File: src/rtl/pipe_reg_nbits.sv
// Purpose: DEPTH-stage elastic pipeline register with per-stage valid, bubble collapsing, flush, occupancy.
// Latency: DEPTH cycles from input transfer to valid_o when empty and ready_i=1; 1 transfer/cycle.
// Backpressure: empty stages keep filling under ready_i=0; ready_o drops only when every stage is valid and stalled.
//
// Ports:
//   clock_i      rising-edge clock
//   resetb_i     asynchronous active-low reset
//   d_i/valid_i  upstream data/valid, ready_o back to upstream
//   q_o/valid_o  data/valid of the last stage, ready_i from downstream
//   flush_i      synchronous discard of all stages (wins over advance)
//   occupancy_o  number of valid stages, 0..DEPTH
//
// Build option: define PIPE_REG_CLEAR_DATA_EN to give the data registers
// an asynchronous reset to 0 and to zero them on flush. Without it the data
// registers carry no reset and q_o is meaningless while valid_o=0.

module pipe_reg_nbits #(
    parameter int width = 8,
    parameter int DEPTH = 3
) (
    input  logic                         clock_i,
    input  logic                         resetb_i,
    input  logic [width-1:0]             d_i,
    input  logic                         valid_i,
    output logic                         ready_o,
    output logic [width-1:0]             q_o,
    output logic                         valid_o,
    input  logic                         ready_i,
    input  logic                         flush_i,
    output logic [$clog2(DEPTH+1)-1:0]   occupancy_o
);

    localparam int OCC_W = $clog2(DEPTH+1);

    logic [width-1:0] r_dat [DEPTH];
    logic [DEPTH-1:0] r_vld;
    logic [DEPTH:0]   w_adv;
    logic [OCC_W-1:0] w_occ;

    // A stage may load when it is empty or when the stage after it moves,
    // so bubbles are squeezed out even while the output is stalled.
    always_comb begin
        w_adv        = '0;
        w_adv[DEPTH] = ready_i;
        for (int k = DEPTH - 1; k >= 0; k--) begin
            w_adv[k] = ~r_vld[k] | w_adv[k+1];
        end
    end

    always_comb begin
        w_occ = '0;
        for (int k = 0; k < DEPTH; k++) begin
            w_occ = w_occ + OCC_W'(r_vld[k]);
        end
    end

    assign ready_o     = w_adv[0] & ~flush_i;
    assign q_o         = r_dat[DEPTH-1];
    assign valid_o     = r_vld[DEPTH-1];
    assign occupancy_o = w_occ;

    always_ff @(posedge clock_i or negedge resetb_i) begin
        if (!resetb_i) begin
            r_vld <= '0;
        end else if (flush_i) begin
            r_vld <= '0;
        end else begin
            if (w_adv[0]) begin
                r_vld[0] <= valid_i;
            end
            for (int k = 1; k < DEPTH; k++) begin
                if (w_adv[k]) begin
                    r_vld[k] <= r_vld[k-1];
                end
            end
        end
    end

`ifdef PIPE_REG_CLEAR_DATA_EN
    always_ff @(posedge clock_i or negedge resetb_i) begin
        if (!resetb_i) begin
            for (int k = 0; k < DEPTH; k++) begin
                r_dat[k] <= '0;
            end
        end else if (flush_i) begin
            for (int k = 0; k < DEPTH; k++) begin
                r_dat[k] <= '0;
            end
        end else begin
            // Stage 0 only captures on a real input transfer, so a bubble
            // does not drag a stale d_i into the pipe.
            if (w_adv[0] && valid_i) begin
                r_dat[0] <= d_i;
            end
            for (int k = 1; k < DEPTH; k++) begin
                if (w_adv[k]) begin
                    r_dat[k] <= r_dat[k-1];
                end
            end
        end
    end
`else
    always_ff @(posedge clock_i) begin
        if (!flush_i) begin
            if (w_adv[0] && valid_i) begin
                r_dat[0] <= d_i;
            end
            for (int k = 1; k < DEPTH; k++) begin
                if (w_adv[k]) begin
                    r_dat[k] <= r_dat[k-1];
                end
            end
        end
    end
`endif

endmodule
File: config.mk
export PLATFORM = sky130hd
export DESIGN_NAME = pipe_reg_nbits
export DESIGN_NICKNAME = d
export VERILOG_FILES = /design/src/rtl/pipe_reg_nbits.sv
export SDC_FILE = /design/constraint.sdc
export NUM_CORES = 1
export LEC_CHECK = 0
export ABC_AREA = 0
export CELL_PAD_IN_SITES_DETAIL_PLACEMENT = 2
export CELL_PAD_IN_SITES_GLOBAL_PLACEMENT = 2
export CORE_UTILIZATION = 33
export DETAILED_ROUTE_END_ITERATION = 12
export PLACE_DENSITY = 0.77
export SLEW_MARGIN = 15
export SYNTH_ARGS = -nofsm -noshare
export SYNTH_HDL_FRONTEND = slang
export SYNTH_SLANG_ARGS = --single-unit
File: constraint.sdc
create_clock -name clock_i -period 1.5 [get_ports clock_i]
set_input_delay 0.375 -clock clock_i [delete_from_list [all_inputs] [get_ports clock_i]]
set_output_delay 0.375 -clock clock_i [all_outputs]
set_load 0.01 [all_outputs]
# After elaboration in Yosys (flattened, before gate mapping)
# Memories as Yosys holds them, arrays and structs flattened.
# Cells that the tools add are included.
# W data, S select, Z words.
[word_totals] memories=1 ramBits=24 register_bits=3 word_cells=31 input_bits=13
[classes] n_addsub=2 mux=13 n_bitwise=8 reduce_logical=4
[mem_list] name="r_dat" words=3 width=8 rd=3 rd_ports_with_merged_regs=0 wr=3 line="35" text="logic [width-1:0] r_dat [DEPTH];"
[ops] op="$mux W1" n=12
[ops] op="$reduce_bool A2 Y1" n=3
[ops] op="$not A1 Y1" n=4
[ops] op="$mux W3" n=1
[ops] op="$or A1 B1 Y1" n=3
[ops] op="$add A1 B1 Y2" n=1
[ops] op="$add A2 B1 Y2" n=1
[ops] op="$and A1 B1 Y1" n=1
[ops] op="$logic_and A1 B1 Y1" n=1

# Depth between registers and ports, before layout
# Gate-level depths: netlist of run 1.
[logic_depth] ltp_word=8 mapped_depth=2 depth_no_buf=2

# Worst setup path after synthesis of run 1
# Ideal clock, no wire load.
[synth_timing] kind="register -> register" start="register r_vld[2]" end="memory r_dat[1][2], in the netlist r_dat[0][10] (enable)" arrival_ns=1.106 n_path_buf=0 stages_incl_launch_ff=3 setup_slack_ns=0.018 t_required_ns=1.125 period_less_slack_ns=1.482 cell_sequence="dfrtp_1 > and2b_4 > a21oi_1"
[synth_lines] element="start: declaration" line="36" text="logic [DEPTH-1:0] r_vld;"
[synth_lines] element="start signal: indexed assignment" line="73" text="r_vld[k] <= r_vld[k-1];"
[synth_lines] element="end: declaration" line="35"

# Final worst setup path of run 1
[layout_timing] start="register r_vld[2]" end="output occupancy_o[0]"
[layout_via] elab_chain_cells=1
[layout_rtl] element="$add A2 B1 Y2" line="53" text="w_occ = w_occ + OCC_W'(r_vld[k]);"
[layout_rtl] element="end: declaration" line="30" text="output logic [$clog2(DEPTH+1)-1:0] occupancy_o"
# Every way passes these cells.

==> results of run 1 <==
## power breakdown
part | switching, W | internal (W)
Clock | 0.000220 | 0.000102
Sequential | 0.0000118 | 0.000859
Combinational | 0.0000483 | 0.0000655
## flip-flops by register name, indices dropped and copies added (netlist names)
name	cells
r_dat	24
r_vld	3
## cell usage after synthesis
library cell / n / area, sq um
nor2_1: 1 / 3.75
buf_4: 8 / 60.1
fa_1: 1 / 20.0
o21ba_1: 1 / 10.0
nand4b_1: 1 / 8.76
dfrtp_1: 3 / 75.1
a21oi_1: 3 / 15.0
and2b_4: 1 / 10.0
nor3b_2: 1 / 12.5
nand3b_1: 1 / 7.51
inv_1: 2 / 7.51
edfxtp_1: 24 / 721
nor2b_1: 1 / 6.26
## worst max path at each step
stage               cells after the start                      to                  from
finish                                  2          occupancy_o[0]  r_vld[2]$_DFFE_PN0P_
global route                            2          occupancy_o[0]  r_vld[2]$_DFFE_PN0P_
CTS                                     2          occupancy_o[0]  r_vld[2]$_DFFE_PN0P_
detailed placement                      4                 ready_o               ready_i
global placement                        4                 ready_o               ready_i
floorplan                               2  r_dat[0][10]$_DFFE_PP_  r_vld[2]$_DFFE_PN0P_
## cells by family (layout without fill, tap and decap cells)
| family | Yosys count | count (layout) | synth area share [%] |
|---|---|---|---|
| flops | 27 | 27 | 83.1 |
| buf+inv | 10 | 38 | 7.06 |
| simple gates | 6 | 6 | 5.10 |
| compound gates | 4 | 4 | 2.61 |
| fa+ha+maj | 1 | 1 | 2.09 |
## metal layers
layer,track usage (%),vias to the layer above,share of wire (%)
met5,0,-,0
li1,-,222,-
met3,1.40,5,3.9
met1,12.8,239,39
met4,10.5,0,3.9
met2,19.3,19,53
## what timing repair did
action / CTS / global route
setup endpoints to repair: 12 / 3
pin swaps: 1 / 1
gates resized for setup: 27 / 2
hold buffers: 0 / 0
## cell type report
type / count / area, sq um / area share (%)
Clock buffer: 3 / 22.5 / 1.79
Clock inverter: 1 / 7.51 / 0.598
Inverter: 2 / 7.51 / 0.598
Multi-Input combinational cell: 11 / 101 / 8.07
Sequential cell: 27 / 796 / 63.3
Tap cell: 31 / 38.8 / 3.09
Timing Repair Buffer: 32 / 283 / 22.5
## worst register-to-register path, cell delays in order, from the launching register on
cell and delay [ps]:
dfrtp_1 440, buf_4 150, nand4b_1 140, nor3b_2 180, buf_4 190
## metrics by stage
stage               total power (W)  util [%]
floorplan                  0.000933         -
global placement            0.00101      44.8
detailed placement          0.00102      44.8
CTS                         0.00133      45.3
global route                0.00136      45.6
finish                      0.00131      45.6
==> qor.yml, run 1 <==
place_area_sq_mm: 0.00124
synthToLayoutAreaGrowth_pct: 31.2
diodes: 0
final_area_sq_mm: 0.00126
synth_area_per_cell_sq_um: 19.9
r2r_slack_ps: 140
finalWeightedCongestion: 0.677
final_hold_viol_count: 0
cp-start-kind: "register"
critPathSlowestCell: "fa_1"
antenna_left: 0
peakVddDrop_mv: 0.656
nNetsFinal: 91
wire_per_inst_microns: 14.8
worstPathCellList: "fa_1 -> buf_2"
worstSetupEndpointType: "output port"
cts_buffer_depth: 2
setup_ws_ps: -284
reg2reg_depth: 4
die_area_sq_mm: 0.00312
clk_latency_ps: 330
drt-vias-per-instance: 4.53
status: "complete, but fails checks"
finalSetupViolCount: 3
path_clk_slew_ps: 150
final_cell_mix: "24 x edfxtp_1, 11 x clkdlybuf4s50_1, 8 x dlygate4sd2_1, 7 x buf_4"
yosysWarnings: 0
final_common_cell: "edfxtp_1"
final_cells: 107
grt_pass1_wl_microns: 2510
dp_hpwl_microns: 1180
final_layout_size_suffix_gt1_share_pct: 25.0
wl_microns: 1580
fp-row-count: 19
synth_nets: 62
tns_ps: -688
portBuffers: 24
rsz0062_at_grt: "true"
synth.distinct_cells: 13
violations: "setup timing"
first_pass_iters: 1
max_cap_viol_count: 0
r2r_end: "r_dat[0][2]$_DFFE_PP_"
cts_tree: "yes"
die_x_microns: 55.9
dpl_worst_slack_ps: -648
p_leak_nw: 0.504
maxSlewViolCount: 0
antenna_found_initial: 0
worstHoldPathType: "input port to async pin"
core_sq_mm: 0.00276
drc: 0
track_usage_pct: 11.5
first_global_vias: 500
power_density_mw_per_mm2: 1040
dp_cells: 103
crit_type: "register to output port"
clock-sinks: 27
worstPathArrival_ps: 1410
r2r-start: "r_vld[0]$_DFFE_PN0P_"
skew_ps: 1.33
num_vias: 485
cts_root_buf: "clkbuf_4"
grt_max_degree: 17
die_h_microns: 55.9
timing.fmax_ghz: 0.561
min_period_over_period_pct: 119
crit_fanout: 2
worstMarginPinSlew_ps: 175
ios: 25
htreeDepth: 1
fillers: 274
ys_seq_area_share_pct: 83.1
critPathBufInv: 1
drt-initial-drc-count: 0
synth-seq-cells: 27
netlist_area_sq_um: 957
overflow: 0
critical-path-max-stage-delay_ps: 530
cts-buffers-inserted: 3
crit_required_ps: 1120
syn_inst: 48
path_delay_family: "adder cells"
slew_headroom_pct: 88.3
finalCriticalPeriod_ps: 1780
start_util_pct: 34.7
postCtsSetupBuffers: 0
hold_slack_ps: 210
No activity file was read; power rests on OpenSTA's default activity.
==> run 2: changes to the inputs <==
--- a/config.mk
+++ b/config.mk
@@ -8,6 +8,7 @@
 export ABC_AREA = 0
 export CELL_PAD_IN_SITES_DETAIL_PLACEMENT = 2
 export CELL_PAD_IN_SITES_GLOBAL_PLACEMENT = 2
+export CORE_ASPECT_RATIO = 0.5
 export CORE_UTILIZATION = 33
 export DETAILED_ROUTE_END_ITERATION = 12
 export PLACE_DENSITY = 0.77
==> qor.yml, run 2 (synthesized netlist as in run 1, its figures left out) <==
status: "complete, but fails checks"  # unchanged
violations: "setup timing"  # unchanged
path_delay_family: "adder cells"  # unchanged
nNetsFinal: 92  # was 91
first_pass_iters: 3  # was 1
place_area_sq_mm: 0.00122  # was 0.00124 sq mm
grt_pass1_wl_microns: 3110  # was 2510 microns
drt-initial-drc-count: 28  # was 0
setup_ws_ps: -240  # was -284 ps
timing.fmax_ghz: 0.575  # was 0.561 GHz
ios: 25  # unchanged
p_leak_nw: 0.497  # was 0.504 nW
grt_max_degree: 17  # unchanged
critPathBufInv: 1  # unchanged
power_density_mw_per_mm2: 1110  # was 1040 mW/mm^2
path_clk_slew_ps: 90  # was 150 ps
finalCriticalPeriod_ps: 1740  # was 1780 ps
rsz0062_at_grt: "true"  # unchanged
die_area_sq_mm: 0.00313  # was 0.00312 sq mm
worstPathArrival_ps: 1360  # was 1410 ps
cts_tree: "yes"  # unchanged
clk_latency_ps: 290  # was 330 ps
final_common_cell: "edfxtp_1"  # unchanged
min_period_over_period_pct: 116  # was 119%
crit_type: "register to output port"  # unchanged
p_sw_share_pct: 21.9  # was 21.4%
final_cell_mix: "24 x edfxtp_1, 11 x clkdlybuf4s50_1, 9 x dlygate4sd2_1, 8 x buf_4"  # was 24 x edfxtp_1, 11 x clkdlybuf4s50_1, 8 x dlygate4sd2_1, 7 x buf_4
drt-vias-per-instance: 4.12  # was 4.53
hold_buffers: 0  # unchanged
reg2reg_depth: 6  # was 4
fp-row-count: 13  # was 19
peakVddDrop_mv: 0.553  # was 0.656 mV
portBuffers: 24  # unchanged
synthToLayoutAreaGrowth_pct: 33.2  # was 31.2%
die_h_microns: 40.1  # was 55.9 microns
dpl_worst_slack_ps: -596  # was -648 ps
htreeDepth: 1  # unchanged
cts_buffer_depth: 2  # unchanged
overflow: 0  # unchanged
clock-sinks: 27  # unchanged
cts-buffers-inserted: 3  # unchanged
seqPwrFrac_pct: 61.4  # was 66.6%
final_layout_size_suffix_gt1_share_pct: 26.0  # was 25.0%
max_cap_viol_count: 0  # unchanged
first_global_vias: 537  # was 500
worstHoldPathType: "input port to async pin"  # unchanged
largest_register: "r_dat"  # unchanged
finalWeightedCongestion: 0.676  # was 0.677
die_x_microns: 78.2  # was 55.9 microns
power.share.clock_pct: 30.6  # was 24.7%
dp_hpwl_microns: 1350  # was 1180 microns
finalSetupViolCount: 11  # was 3
maxSlewViolCount: 0  # unchanged
drc: 0  # unchanged
pwr-share-comb_pct: 8.0  # was 8.7%
diodes: 0  # unchanged
start_util_pct: 35.9  # was 34.7%
final_hold_viol_count: 0  # unchanged
worstSetupEndpointType: "output port"  # unchanged
intPower_w: 0.00111  # was 0.00103 W
crit_required_ps: 1120  # about the same
track_usage_pct: 15.3  # was 11.5%
final_area_sq_mm: 0.00127  # was 0.00126 sq mm
slew_headroom_pct: 89.2  # was 88.3%
r2r_end: "r_dat[0][7]$_DFFE_PP_"  # was r_dat[0][2]$_DFFE_PP_
critical-path-max-stage-delay_ps: 550  # was 530 ps
antenna_found_initial: 0  # unchanged
largest_reg_flops: 24  # unchanged
wl_microns: 1990  # was 1580 microns
worstPathCellList: "fa_1 -> buf_2"  # unchanged
worstMarginPinSlew_ps: 161  # was 175 ps
num_vias: 470  # was 485
core_sq_mm: 0.00267  # was 0.00276 sq mm
antenna_left: 0  # unchanged
p_sw_w: 0.000310  # was 0.000280 W
wire_per_inst_microns: 17.5  # was 14.8 microns
top_regs: "r_dat: 24 flops, r_vld: 3 flops"  # unchanged
critPathSlowestCell: "fa_1"  # unchanged
cts_root_buf: "clkbuf_8"  # was clkbuf_4
fin_util_pct: 47.8  # was 45.6%
r2r-start: "r_vld[2]$_DFFE_PN0P_"  # was r_vld[0]$_DFFE_PN0P_
crit_fanout: 2  # unchanged
r2r_slack_ps: -20  # was 140 ps
cp-start-kind: "register"  # unchanged
skew_ps: 13.9  # was 1.33 ps
[run 2: how the worst max path moves through the flow]
stage	from	endpoint	slack, ps	depth (start not counted)
CTS	r_vld[0]$_DFFE_PN0P_	occupancy_o[0]	-220	2
global placement	ready_i	ready_o	-530	4
finish	r_vld[0]$_DFFE_PN0P_	occupancy_o[0]	-240	2
floorplan	r_vld[2]$_DFFE_PN0P_	r_dat[0][10]$_DFFE_PP_	20	2
global route	r_vld[0]$_DFFE_PN0P_	occupancy_o[0]	-290	2
detailed placement	ready_i	ready_o	-600	4
[run 2: final cells by class]
class	count	area, sq um
repair buffers	33	280
inverters	2	7.51
flip-flops and latches	27	796
well taps	37	46.3
clock buffers	3	41.3
clock inverters	1	7.51
multi-input cells	11	96.3
fillers	246	1390
[run 2: power groups by stage]
stage,Combinational (W),Sequential (W),Clock [W]
2_1_floorplan,0.0000478,0.000885,0
3_3_place_gp,0.000114,0.000885,0
3_5_place_dp,0.000121,0.000891,0
4_1_cts,0.000111,0.000873,0.000426
5_1_grt,0.000122,0.000877,0.000479
6_report,0.000113,0.000873,0.000435
[run 2: per-stage QoR]
stage / std cells / TNS, ps / hold slack, ps / total power [W]
2_1_floorplan: 48 / 0 / 79.4 / 0.000933
3_5_place_dp: 106 / -5900 / 413 / 0.00101
5_1_grt: 114 / -1480 / 271 / 0.00148
4_1_cts: 114 / -723 / 284 / 0.00141
6_report: 114 / -641 / 275 / 0.00142
3_3_place_gp: 106 / -4410 / 401 / 0.00100
[run 2: repair_timing]
item	in CTS	in global routing
gates resized for setup	23	3
pin swaps	1	0
buffers inserted	4	0
cloned	0	0
hold endpoints to repair	0	0
endpoints found under the setup margin	12	12
[run 2: metal layers]
metal  track usage [%]  wire length, microns  up-vias
li1                  -                     -      223
met1              18.5                   985      234
met2              28.9                   941       13
met3              4.09                    65        0
met4              2.78                     0        0
met5                 0                     0        -
